==> src/rtl/fetch_unit_pkg.sv <==
// Shared CPU definitions for the fetch stage: default widths, halt opcode,
// FSM state encoding and the saturating counter helper.
package fetch_unit_pkg;

  localparam int          FU_ADDR_W  = 6;
  localparam int          FU_INSTR_W = 16;
  localparam logic [3:0]  FU_HALT_OP = 4'hF;
  localparam int          FU_COUNT_W = 16;

  typedef enum logic [1:0] {
    ST_BOOT   = 2'd0,
    ST_RUN    = 2'd1,
    ST_HALTED = 2'd2
  } fetch_state_e;

  function automatic logic [FU_COUNT_W-1:0] sat_inc(input logic [FU_COUNT_W-1:0] v);
    if (v == {FU_COUNT_W{1'b1}}) return v;
    return v + FU_COUNT_W'(1);
  endfunction

endpackage

==> src/rtl/fetch_unit_pc_reg.sv <==
// Program counter register: load has priority over increment, otherwise hold.
module pc_reg
  import fetch_unit_pkg::*;
#(
  parameter int ADDR_W = FU_ADDR_W
) (
  input  logic              clk,
  input  logic              rst_n,
  input  logic              inc,
  input  logic              load,
  input  logic [ADDR_W-1:0] load_val,
  output logic [ADDR_W-1:0] pc
);

  logic [ADDR_W-1:0] pc_q;
  logic [ADDR_W-1:0] pc_d;

  // Increment wraps naturally at 2^ADDR_W.
  always_comb begin
    pc_d = pc_q;
    if (load)     pc_d = load_val;
    else if (inc) pc_d = pc_q + ADDR_W'(1);
  end

  always_ff @(posedge clk or negedge rst_n) begin
    if (!rst_n) pc_q <= '0;
    else        pc_q <= pc_d;
  end

  assign pc = pc_q;

endmodule

==> src/rtl/fetch_unit.sv <==
// Instruction fetch stage: PC, BOOT/RUN/HALTED control, IF/ID register and a
// saturating count of delivered instructions.
module fetch_unit
  import fetch_unit_pkg::*;
#(
  parameter int         ADDR_W  = FU_ADDR_W,
  parameter int         INSTR_W = FU_INSTR_W,
  parameter logic [3:0] HALT_OP = FU_HALT_OP
) (
  input  logic                  clk,
  input  logic                  rst_n,
  output logic [ADDR_W-1:0]     rom_addr,
  input  logic [INSTR_W-1:0]    rom_instr,
  input  logic                  stall,
  input  logic                  redirect_valid,
  input  logic [ADDR_W-1:0]     redirect_target,
  output logic                  ifid_valid,
  output logic [INSTR_W-1:0]    ifid_instr,
  output logic [ADDR_W-1:0]     ifid_pc,
  output logic                  halted,
  output logic [FU_COUNT_W-1:0] fetch_count
);

  fetch_state_e          state_q, state_d;
  logic                  ifid_valid_q, ifid_valid_d;
  logic [INSTR_W-1:0]    ifid_instr_q, ifid_instr_d;
  logic [ADDR_W-1:0]     ifid_pc_q, ifid_pc_d;
  logic                  halted_q, halted_d;
  logic [FU_COUNT_W-1:0] fetch_count_q, fetch_count_d;

  logic              pc_inc;
  logic              pc_load;
  logic [ADDR_W-1:0] pc;
  logic              is_halt;

  pc_reg #(.ADDR_W(ADDR_W)) u_pc_reg (
    .clk      (clk),
    .rst_n    (rst_n),
    .inc      (pc_inc),
    .load     (pc_load),
    .load_val (redirect_target),
    .pc       (pc)
  );

  assign rom_addr = pc;
  assign is_halt  = (rom_instr[INSTR_W-1 -: 4] == HALT_OP);

  always_comb begin
    state_d       = state_q;
    ifid_valid_d  = ifid_valid_q;
    ifid_instr_d  = ifid_instr_q;
    ifid_pc_d     = ifid_pc_q;
    halted_d      = halted_q;
    fetch_count_d = fetch_count_q;
    pc_inc        = 1'b0;
    pc_load       = 1'b0;
    case (state_q)
      ST_BOOT: state_d = ST_RUN;
      ST_RUN: begin
        // A redirect squashes the fetch at the old PC, so a wrong-path halt never stops us.
        if (redirect_valid) begin
          pc_load      = 1'b1;
          ifid_valid_d = 1'b0;
        end else if (!stall) begin
          pc_inc        = 1'b1;
          ifid_valid_d  = 1'b1;
          ifid_instr_d  = rom_instr;
          ifid_pc_d     = pc;
          fetch_count_d = sat_inc(fetch_count_q);
          if (is_halt) begin
            state_d  = ST_HALTED;
            halted_d = 1'b1;
          end
        end
      end
      ST_HALTED: ifid_valid_d = 1'b0;
      default:   state_d = ST_BOOT;
    endcase
  end

  always_ff @(posedge clk or negedge rst_n) begin
    if (!rst_n) begin
      state_q       <= ST_BOOT;
      ifid_valid_q  <= 1'b0;
      ifid_instr_q  <= '0;
      ifid_pc_q     <= '0;
      halted_q      <= 1'b0;
      fetch_count_q <= '0;
    end else begin
      state_q       <= state_d;
      ifid_valid_q  <= ifid_valid_d;
      ifid_instr_q  <= ifid_instr_d;
      ifid_pc_q     <= ifid_pc_d;
      halted_q      <= halted_d;
      fetch_count_q <= fetch_count_d;
    end
  end

  assign ifid_valid  = ifid_valid_q;
  assign ifid_instr  = ifid_instr_q;
  assign ifid_pc     = ifid_pc_q;
  assign halted      = halted_q;
  assign fetch_count = fetch_count_q;

endmodule

==> config.mk <==
export PLATFORM = sky130hd
export DESIGN_NAME = fetch_unit
export DESIGN_NICKNAME = d
export VERILOG_FILES = /design/src/rtl/fetch_unit_pkg.sv /design/src/rtl/fetch_unit_pc_reg.sv /design/src/rtl/fetch_unit.sv
export SDC_FILE = /design/constraint.sdc
export NUM_CORES = 1
export LEC_CHECK = 0
export CAP_MARGIN = 20
export CORE_MARGIN = 1
export CORE_UTILIZATION = 60
export DETAILED_ROUTE_END_ITERATION = 10
export DONT_BUFFER_PORTS = 1
export PLACE_DENSITY_LB_ADDON = 0.08
export SYNTH_ARGS = -nofsm -noshare
export SYNTH_HDL_FRONTEND = slang
export SYNTH_SLANG_ARGS = --single-unit
==> constraint.sdc <==
create_clock -name clk -period 2.3 [get_ports clk]
set_input_delay 0.46 -clock clk [delete_from_list [all_inputs] [get_ports clk]]
set_output_delay 0.46 -clock clk [all_outputs]
set_load 0.02 [all_outputs]
==> impl_metrics.ini <==
[placed_design]
routabilityCongestion = 0.874
io_buffer_count = 0
dpl.hpwl_um = 3070
dpl.cell_count = 264
place_ws_ps = 330

[yosys]
syn_nets = 250
synth_area_per_cell_um2 = 9.86
synth-seq-area-share_pct = 54.9
ys_seq_elements = 48
yosysTopAreaCellShare_pct = 54.9
synth_common_cells = 81 x nand2_1, 48 x dfrtp_1, 14 x xor2_1, 8 x nand3_1
yosys_warnings = 0
ys_types = 37
synth_enable_flop_cells = 0
synthTopCellsByArea = dfrtp_1 55%, nand2_1 14%, xor2_1 5.6%, nand3_1 1.8%, and3_1 1.4%
yosys.cell_count.top_type = nand2_1
syn_area_um2 = 2190
ys.flop_type = dfrtp_1
postSynthCellCount = 222
synth.largest_area_cell = dfrtp_1
ys_async_sr_fraction_pct = 100

[global_routing]
antenna_found_initial = 0
top_usage_layer = met2
track_usage_pct = 23.7
grt_first_pass_wirelength_um = 7180
met1_usage_pct = 29.5
met2_usage_pct = 40.0
use_met3_pct = 6.57
grt_max_degree = 49
overflow = 0
grt_pass1_vias = 1545

[finish]
multiInputGateArea_um2 = 915
fin_nets = 255
utilization_pct = 68.5
synthToLayoutAreaGrowth_pct = 6.92
final_cells = 274
final-seq-area_um2 = 1200
nFillCells = 279
drive_gt1_share_pct = 10.5
n_antenna_cell = 0

[timing]
max_slew.worst_pin.slew_ps = 432
relSlewSlack_pct = 71.1
grt_setup_unrepaired = no
fmax_mhz = 499
finalCritPeriodShare_pct = 87.2
clock_skew_ps = 14.8
setup_viol = 0
finalCriticalPeriod_ps = 2010
hold_viol_final = 0
fin_setup_tns_ps = 0
setup_ws_ps = 295
drv_slew = 0

[cts]
root_buffer = clkbuf_4
max-clock-path-buffers = 2
post_cts_resized = 0
clock_latency_ps = 350
cts_hold_buf = 2
post-cts-setup-buffers = 0
clk_pin_slew_ps = 140
cts_tree = done
cts.sinks = 48
htree_levels = 2
cts_made_buffers = 5

[hold_path]
worstHoldPathType = input pin to register
min_to = ifid_instr[6]
worstHoldStart = rom_instr[6]
whs_path_depth = 2

[routing]
vias = 1602
dr.pass1.iters = 4
drt-wirelength-per-cell_um = 16.0
avgViaCountPerCell = 5.85
first_iter_violations = 62
drc = 0
detail-route-antenna-nets = 0
routed_wl_um = 4390

[die]
die_w_um = 62.4
core-area_um2 = 3420
num_rows = 21
start_util_pct = 64.1
num_io_pins = 72
dieArea_um2 = 3890
dieHeight_um = 62.4

[critical_path]
cp-start-kind = register
worstPathRequired_ps = 2580
r2r-start = state_q[1]
worst-setup-path-type = register to register
cp-end-kind = register
worstPathArrival_ps = 2290
regToRegSetupSlack_ps = 290
crit-reg2reg-capture = fetch_count[3]
crit_path_max_fanout = 26
reg2regPathDepth = 4

[pwr]
leakagePower_nw = 1.25
ir_worst_vdd_mv = 0.310
powerDensity_nw_per_um2 = 578

[run_status]
status = completed

[flow_run]
drv_cap = 0
## critical path: stages, from the launching register on
cell and delay [ps]:
dfrtp_1 490, or4b_1 750, buf_4 310, nor3_1 240, xor2_1 150
## power breakdown
group          switching (mW)  internal, mW
Sequential                  0         0.844
Clock                   0.255         0.228
Combinational          0.0177       0.00774
## cells in the final DEF (no fill, tap or decap), types with 5 or more instances in the layout
cell	Yosys	routed
buf_4	1	5
xor2_1	14	14
nor3_1	6	6
dfrtp_1	48	48
nand3_1	8	8
and3_1	5	5
clkbuf_4	0	5
nand2_1	81	81
nor2_1	6	6
## through the flow
stage | instance area [um2] | total power, mW | hold slack (ps)
3_5_place_dp | 2230 | 0.863 | 165
5_1_grt | 2340 | 1.40 | 188
4_1_cts | 2340 | 1.36 | 191
3_3_place_gp | 2230 | 0.863 | 165
2_1_floorplan | 2190 | 0.866 | 164
6_report | 2340 | 1.35 | 206
## how the worst max path moves through the flow
stage,cells after the start,to,startpoint
detailed placement,4,fetch_count[3],state_q[1]
global placement,4,fetch_count[3],state_q[1]
floorplan,6,fetch_count[1],fetch_count[0]
global route,4,fetch_count[3],state_q[1]
CTS,4,fetch_count[3],state_q[1]
finish,4,fetch_count[3],state_q[1]
## metal layers
metal	wire, um	vias to the layer above
met5	0	-
met4	35	0
met3	275	4
met2	2200	62
met1	1880	782
li1	-	754
## logic make-up (layout without fill, tap and decap cells)
logic type                 count (synthesis)  count (layout)  share of synthesized area [%]
muxes                                      3               3                           1.43
AOI/OAI and AO/OA                         15              15                           4.75
xor gates and xnor gates                  15              15                           6.00
adders and majority gates                  2               2                           1.14
and+or+nand+nor                          126             126                           28.5
DFF                                       48              48                           54.9
buffers and inverters                     13              19                           3.32
## layout make-up
class	count	share of cell area, %
flip-flops and latches	48	51.3
inverters	4	0.642
multi-input cells	161	39.1
clock buffers	6	1.76
well taps	46	2.46
clock inverters	2	1.50
repair buffers	7	3.21
Note: power is estimated with default switching activity, not from simulation.
